[config.mk]
export PLATFORM = sky130hd
export DESIGN_NAME = checker_memory_arbiter_flat
export DESIGN_NICKNAME = d
export VERILOG_FILES = /design/src/rtl/checker_memory_arbiter_if.sv /design/src/rtl/checker_memory_arbiter.sv /design/src/flat_wrapper.sv
export SDC_FILE = /design/constraint.sdc
export NUM_CORES = 1
export LEC_CHECK = 0
export CORE_MARGIN = 1.5
export CORE_UTILIZATION = 32
export DETAILED_ROUTE_END_ITERATION = 10
export PLACE_DENSITY = 0.82
export SLEW_MARGIN = 20
export SYNTH_ARGS = -nofsm -noshare
export SYNTH_HDL_FRONTEND = slang
export SYNTH_SLANG_ARGS = --single-unit
[constraint.sdc]
create_clock -name sys_clk -period 1.35 [get_ports sys_clk]
set_input_delay 0.135 -clock sys_clk [delete_from_list [all_inputs] [get_ports sys_clk]]
set_output_delay 0.135 -clock sys_clk [all_outputs]
set_load 0.01 [all_outputs]
[src/rtl/checker_memory_arbiter_if.sv]
// Bus bundle between the checker-memory arbiter and its MPU fetch, Wishbone and RAM neighbours.
interface checker_memory_arbiter_if #(
   parameter int ADDR_WIDTH = 12
);
   logic                  mpu_req;
   logic [ADDR_WIDTH-1:0] mpu_addr;
   logic [47:0]           mpu_do;
   logic                  mpu_ack;
   logic [31:0]           wb_adr_i;
   logic [31:0]           wb_dat_i;
   logic [31:0]           wb_dat_o;
   logic [3:0]            wb_sel_i;
   logic                  wb_stb_i;
   logic                  wb_cyc_i;
   logic                  wb_we_i;
   logic                  wb_ack_o;
   logic [ADDR_WIDTH-1:0] ram_adr_o;
   logic                  ram_en_o;
   logic [7:0]            ram_we_o;
   logic [63:0]           ram_dat_o;
   logic [63:0]           ram_dat_i;

   modport slave (
      input  mpu_req, mpu_addr, wb_adr_i, wb_dat_i, wb_sel_i, wb_stb_i, wb_cyc_i, wb_we_i,
             ram_dat_i,
      output mpu_do, mpu_ack, wb_dat_o, wb_ack_o, ram_adr_o, ram_en_o, ram_we_o, ram_dat_o
   );

   modport master (
      output mpu_req, mpu_addr, wb_adr_i, wb_dat_i, wb_sel_i, wb_stb_i, wb_cyc_i, wb_we_i,
             ram_dat_i,
      input  mpu_do, mpu_ack, wb_dat_o, wb_ack_o, ram_adr_o, ram_en_o, ram_we_o, ram_dat_o
   );
endinterface

[src/rtl/checker_memory_arbiter.sv]
// Round-robin sharing of the checker-memory RAM port between MPU instruction fetch and
// a 32-bit Wishbone slave; one access in flight, every access returns through IDLE.
module checker_memory_arbiter #(
   parameter int ADDR_WIDTH = 12
) (
   input  logic                     sys_clk,
   input  logic                     sys_rst,
   checker_memory_arbiter_if.slave  bus
);
   typedef enum logic [2:0] {IDLE, MPU_ACC, MPU_RESP, WB_ACC, WB_RESP} state_e;

   state_e                state_q, state_d;
   logic                  last_wb_q, last_wb_d;
   logic [ADDR_WIDTH-1:0] adr_q, adr_d;
   logic                  half_q, half_d;
   logic                  we_q, we_d;
   logic [3:0]            sel_q, sel_d;
   logic [31:0]           dat_q, dat_d;
   logic [47:0]           mpu_do_q, mpu_do_d;
   logic                  mpu_ack_q, mpu_ack_d;

   logic                  wb_req, mpu_req_v, grant_mpu;
   logic                  ram_en, wb_ack;
   logic [7:0]            ram_we;
   logic [31:0]           wb_dat;
   logic                  unused_adr;

   // The MPU keeps mpu_req up through its ack cycle; that cycle is not a new fetch.
   assign mpu_req_v  = bus.mpu_req & ~mpu_ack_q;
   assign wb_req     = bus.wb_cyc_i & bus.wb_stb_i;
   assign grant_mpu  = mpu_req_v & (~wb_req | last_wb_q);
   assign unused_adr = ^{bus.wb_adr_i[31:ADDR_WIDTH+3], bus.wb_adr_i[1:0]};

   always_comb begin
      state_d   = state_q;
      last_wb_d = last_wb_q;
      adr_d     = adr_q;
      half_d    = half_q;
      we_d      = we_q;
      sel_d     = sel_q;
      dat_d     = dat_q;
      mpu_do_d  = mpu_do_q;
      mpu_ack_d = 1'b0;
      ram_en    = 1'b0;
      ram_we    = 8'h00;
      wb_ack    = 1'b0;
      wb_dat    = 32'h0;
      case (state_q)
         IDLE: begin
            if (grant_mpu) begin
               state_d   = MPU_ACC;
               last_wb_d = 1'b0;
               adr_d     = bus.mpu_addr;
               we_d      = 1'b0;
            end else if (wb_req) begin
               state_d   = WB_ACC;
               last_wb_d = 1'b1;
               adr_d     = bus.wb_adr_i[ADDR_WIDTH+2:3];
               half_d    = bus.wb_adr_i[2];
               we_d      = bus.wb_we_i;
               sel_d     = bus.wb_sel_i;
               dat_d     = bus.wb_dat_i;
            end
         end
         MPU_ACC: begin
            ram_en  = 1'b1;
            state_d = MPU_RESP;
         end
         MPU_RESP: begin
            mpu_do_d  = bus.ram_dat_i[47:0];
            mpu_ack_d = 1'b1;
            state_d   = IDLE;
         end
         WB_ACC: begin
            ram_en = 1'b1;
            if (we_q) ram_we = half_q ? {sel_q, 4'h0} : {4'h0, sel_q};
            state_d = WB_RESP;
         end
         WB_RESP: begin
            // A write already landed in WB_ACC; a dropped cycle only suppresses the ack.
            wb_ack = bus.wb_cyc_i;
            if (bus.wb_cyc_i) wb_dat = half_q ? bus.ram_dat_i[63:32] : bus.ram_dat_i[31:0];
            state_d = IDLE;
         end
         default: state_d = IDLE;
      endcase
   end

   always_ff @(posedge sys_clk) begin
      if (!sys_rst) begin
         state_q   <= IDLE;
         last_wb_q <= 1'b1;
         adr_q     <= '0;
         half_q    <= 1'b0;
         we_q      <= 1'b0;
         sel_q     <= 4'h0;
         dat_q     <= 32'h0;
         mpu_do_q  <= 48'h0;
         mpu_ack_q <= 1'b0;
      end else begin
         state_q   <= state_d;
         last_wb_q <= last_wb_d;
         adr_q     <= adr_d;
         half_q    <= half_d;
         we_q      <= we_d;
         sel_q     <= sel_d;
         dat_q     <= dat_d;
         mpu_do_q  <= mpu_do_d;
         mpu_ack_q <= mpu_ack_d;
      end
   end

   assign bus.ram_adr_o = adr_q;
   assign bus.ram_dat_o = {dat_q, dat_q};
   assign bus.ram_en_o  = ram_en;
   assign bus.ram_we_o  = ram_we;
   assign bus.mpu_do    = mpu_do_q;
   assign bus.mpu_ack   = mpu_ack_q;
   assign bus.wb_ack_o  = wb_ack;
   assign bus.wb_dat_o  = wb_dat;
endmodule

[src/flat_wrapper.sv]
// flat-port wrapper written by rule: the top's interface ports become plain ports
module checker_memory_arbiter_flat 
#(
   parameter int ADDR_WIDTH = 12
)
  (sys_clk, sys_rst, bus_mpu_req, bus_mpu_addr, bus_wb_adr_i, bus_wb_dat_i, bus_wb_sel_i, bus_wb_stb_i, bus_wb_cyc_i, bus_wb_we_i, bus_ram_dat_i, bus_mpu_do, bus_mpu_ack, bus_wb_dat_o, bus_wb_ack_o, bus_ram_adr_o, bus_ram_en_o, bus_ram_we_o, bus_ram_dat_o);
  checker_memory_arbiter_if #(.ADDR_WIDTH(ADDR_WIDTH)) bus_i ();
  input  logic sys_clk;
  input  logic sys_rst;
  input wire logic [$bits(bus_i.mpu_req)-1:0] bus_mpu_req;
  input wire logic [$bits(bus_i.mpu_addr)-1:0] bus_mpu_addr;
  input wire logic [$bits(bus_i.wb_adr_i)-1:0] bus_wb_adr_i;
  input wire logic [$bits(bus_i.wb_dat_i)-1:0] bus_wb_dat_i;
  input wire logic [$bits(bus_i.wb_sel_i)-1:0] bus_wb_sel_i;
  input wire logic [$bits(bus_i.wb_stb_i)-1:0] bus_wb_stb_i;
  input wire logic [$bits(bus_i.wb_cyc_i)-1:0] bus_wb_cyc_i;
  input wire logic [$bits(bus_i.wb_we_i)-1:0] bus_wb_we_i;
  input wire logic [$bits(bus_i.ram_dat_i)-1:0] bus_ram_dat_i;
  output wire logic [$bits(bus_i.mpu_do)-1:0] bus_mpu_do;
  output wire logic [$bits(bus_i.mpu_ack)-1:0] bus_mpu_ack;
  output wire logic [$bits(bus_i.wb_dat_o)-1:0] bus_wb_dat_o;
  output wire logic [$bits(bus_i.wb_ack_o)-1:0] bus_wb_ack_o;
  output wire logic [$bits(bus_i.ram_adr_o)-1:0] bus_ram_adr_o;
  output wire logic [$bits(bus_i.ram_en_o)-1:0] bus_ram_en_o;
  output wire logic [$bits(bus_i.ram_we_o)-1:0] bus_ram_we_o;
  output wire logic [$bits(bus_i.ram_dat_o)-1:0] bus_ram_dat_o;
  assign bus_i.mpu_req = bus_mpu_req;
  assign bus_i.mpu_addr = bus_mpu_addr;
  assign bus_i.wb_adr_i = bus_wb_adr_i;
  assign bus_i.wb_dat_i = bus_wb_dat_i;
  assign bus_i.wb_sel_i = bus_wb_sel_i;
  assign bus_i.wb_stb_i = bus_wb_stb_i;
  assign bus_i.wb_cyc_i = bus_wb_cyc_i;
  assign bus_i.wb_we_i = bus_wb_we_i;
  assign bus_i.ram_dat_i = bus_ram_dat_i;
  assign bus_mpu_do = bus_i.mpu_do;
  assign bus_mpu_ack = bus_i.mpu_ack;
  assign bus_wb_dat_o = bus_i.wb_dat_o;
  assign bus_wb_ack_o = bus_i.wb_ack_o;
  assign bus_ram_adr_o = bus_i.ram_adr_o;
  assign bus_ram_en_o = bus_i.ram_en_o;
  assign bus_ram_we_o = bus_i.ram_we_o;
  assign bus_ram_dat_o = bus_i.ram_dat_o;
  checker_memory_arbiter #(.ADDR_WIDTH(ADDR_WIDTH)) u_core (.sys_clk(sys_clk), .sys_rst(sys_rst), .bus(bus_i));
endmodule
==> out/results.txt <==
Die W -> 124 µm
Setup Slack @ Placement -> -0.421 ns
Ys Warns -> 0
Metal1 wirelength -> 7060 µm
Hpwl dp -> 11000 µm
Violated checks -> setup timing
Highest-count cells in the layout ignoring fill and taps -> nand2_1 (139), clkdlybuf4s50_1 (129), dlygate4sd2_1 (115)
First-pass GRT wire length -> 24400 µm
Compound-gate portion of the synthesized area -> 15.9%
Multiplexer share of the synthesized area -> 6.88%
Hold Slack -> 0.142 ns
Switching pwr -> 2.20 mW
Initial antenna violation count -> 0
Largest family of logic cells by synthesized area -> simple AND/OR/NAND/NOR gates
TritonCTS clock tree -> yes
Grt ovf -> 0
1st-pass router iterations -> 5
Worst setup SP type -> flop
RSZ-0062 raised after global routing -> true
Worst Path Required -> 1.62 ns
Crit path capture type -> flop
Fin crit period -> 1.69 ns
Mapped cell area -> 0.00465 mm²
Max Freq -> 591 MHz
Share of Yosys cell area claimed by the top area cell type -> 44.3%
DR vias -> 5251
Metal3 WL -> 1280 µm
Xor/xnor share of the synthesized area -> 0%
Number of global-route vias before repair -> 4725
Skew-Pair Late Insertion Delay -> 0.34 ns
Crit path max fanout -> 7
Total GRT Usage -> 20.7%
Routed WL -> 18400 µm
Total power -> 7.96 mW
Area Overhead vs Synth -> 98.5%
Worst Slack Setup Final -> -0.343 ns
P_int -> 5.76 mW
Clock transition at path regs -> 0.07 ns
Ports -> 317
Die area -> 0.0153 mm²
DRC -> 0
Largest area contributor in the netlist -> dfxtp_1
Crit path cell chain -> buf_6 > or3_4 > a211oi_4 > buf_6 > buf_12 > nand2_2 > a21boi_1
Final hold vios -> 0
Slowest cell on the critical path -> or3_4
Slew headroom -> 72.6%
Initial core utilization -> 33.1%
Routed wl met2 -> 9850 µm
Highest routed layer -> met4
Logic pwr share -> 25.8%
Synth Area in Simple Gates -> 23.0%
Row count -> 43
Worst slew pin tran -> 0.411 ns
Fraction of layout cells with a size suffix above 1 -> 28.0%
Adder-cell share of the synthesized area -> 0%
I/O Buffers -> 297
Hold WC Path Type -> in2reg
Post-synthesis sequential area ratio -> 44.3%
Synth area leaders -> dfxtp_1 (44%), nand2_1 (13%), a21boi_0 (7.9%)
Flop pwr share -> 41.9%
P_leak -> 4.23 nW
# diodes -> 0
Clock network fraction of total power -> 32.3%
Outcome -> finished with violations
Sink Count -> 103
Hold Startpoint -> sys_rst
CTS Buf Count -> 9
#FFs+latches synth -> 103
Arrival @ worst endpoint -> 1.97 ns
Maximum vdd ir drop -> 0.568 mV
Sw frac -> 27.7%
Most common cell after layout, fill and taps aside -> nand2_1
Mean post-synth cell area -> 7.98 µm²
CTS H-Tree Depth -> 3
DRT antenna net count -> 0
Hold Buf Count CTS -> 0
Clock Tree Buf Depth -> 2
Flop-to-flop setup slack -> -0.34 ns
Most frequent cell on the critical path -> buf_6
WHS Path Cells -> 2
Pwr/cell area -> 862 mW/mm²
Max-slew violations -> 0
Final setup vio count -> 141
R2R Path Start -> u_core.state_q[2]
Placed Area -> 0.00790 mm²
Worst R2R Path Depth -> 7
Largest net degree at the start of global routing -> 49
Die Y -> 124 µm
Placer congestion estimate -> 0.823
Root buf cell -> clkbuf_16
Worst Skew -> 0.00546 ns
Core region area -> 0.0140 mm²
DR vias/cell -> 4.84
Mapped Nets -> 733
Critical path class -> reg2reg
Nets -> 1049
Cells after synthesis -> 583
Yosys cell types -> 25
Final clock period utilization by the worst path -> 125%
DRT iter0 DRCs -> 249
Hold Path End -> u_core.last_wb_q
Reg2Reg Capture Point -> u_core.we_q
DR WL/cell -> 17.0 µm
Design Area, Final -> 0.00924 mm²
Max Cap Violations -> 0
Crit-path max cell delay -> 0.41 ns
[sequential cells by signal, summed over array words and instances, names as in the netlist]
name,cells
u_core.bus.mpu_ack,1
u_core.bus.mpu_do,48
u_core.bus.ram_adr_o,12
u_core.dat_q,32
u_core.half_q,1
u_core.last_wb_q,1
u_core.sel_q,4
u_core.state_q,3
u_core.we_q,1
[layer usage]
metal  GRT usage, %  vias to the layer above
li1               -                     2548
met1           23.8                     2490
met2           38.5                      194
met3           4.76                       19
met4           5.17                        0
met5              0                        -
[power by group through the flow]
| stage | sequential, mW | combinational (mW) | clock, mW |
|---|---|---|---|
| final | 3.33 | 2.06 | 2.57 |
| after global routing | 3.36 | 2.19 | 2.74 |
| after CTS | 3.33 | 1.83 | 2.61 |
| after detailed placement | 3.40 | 1.72 | 0 |
| after global placement | 3.40 | 1.70 | 0 |
| after floorplan | 3.47 | 0.613 | 0 |
[repair_timing]
item                       4_1_cts  5_1_grt
setup buffers                    9       10
pin swaps                       42       21
gates cloned                    10        6
gates resized for setup        374      194
setup endpoints to repair      257      147
[layout make-up]
cell class	count	area, µm²
Clock buffer	12	267
Inverter	1	3.75
Fill cell	1115	4800
Tap cell	180	225
Clock inverter	4	27.5
Multi-Input combinational cell	403	2710
Sequential cell	103	2070
Timing Repair Buffer	381	3940
[worst max-delay path by stage]
stage                     cells after the start              start               end
after CTS                                     5  u_core.state_q[0]   bus_ram_we_o[0]
after detailed placement                      5       bus_wb_cyc_i  bus_wb_dat_o[11]
after global routing                          7  u_core.state_q[2]  u_core.dat_q[27]
after floorplan                               6  u_core.state_q[2]  u_core.dat_q[10]
after global placement                        5  u_core.state_q[0]   bus_ram_we_o[0]
final                                         7  u_core.state_q[2]       u_core.we_q
[cell usage after synthesis]
| cell type | instances |
|---|---|
| buf_4 | 33 |
| nand3_1 | 38 |
| a21boi_0 | 49 |
| nand3b_1 | 1 |
| nand2b_1 | 3 |
| and3_1 | 7 |
| o21a_1 | 1 |
| dfxtp_1 | 103 |
| buf_6 | 4 |
| clkbuf_1 | 25 |
| nor2b_1 | 3 |
| o21ai_1 | 11 |
| buf_2 | 14 |
| a21oi_1 | 1 |
| o21ai_0 | 39 |
| nor2_1 | 36 |
| nor4b_1 | 1 |
| and2_1 | 5 |
| a21oi_4 | 1 |
| or3_4 | 1 |
| nand2_1 | 161 |
| a211oi_4 | 1 |
| mux2i_1 | 32 |
| a31oi_1 | 12 |
| inv_1 | 1 |
[critical path: cells and delay by family (launching register included)]
| kind | cells | cell delay, ns |
|---|---|---|
| compound gates | 2 | 0.35 |
| buf+inv | 3 | 0.48 |
| flops | 1 | 0.33 |
| simple gates | 2 | 0.46 |
[stage by stage]
step	util, %	TNS [ns]	instances
after floorplan	-	-2.68	583
after global placement	56.3	-27.96	1035
after detailed placement	56.3	-30.79	1035
after CTS	60.8	-25.46	1070
after global routing	65.8	-39.99	1084
final	65.8	-29.25	1084
[kinds of logic (layout without fill, tap and decap cells)]
| group | after synthesis | count (layout) |
|---|---|---|
| AOI/OAI and AO/OA | 115 | 115 |
| muxes | 32 | 32 |
| and+or+nand+nor | 256 | 256 |
| DFF | 103 | 103 |
| buffers and inverters | 77 | 398 |
(Power assumes the default switching activity.)
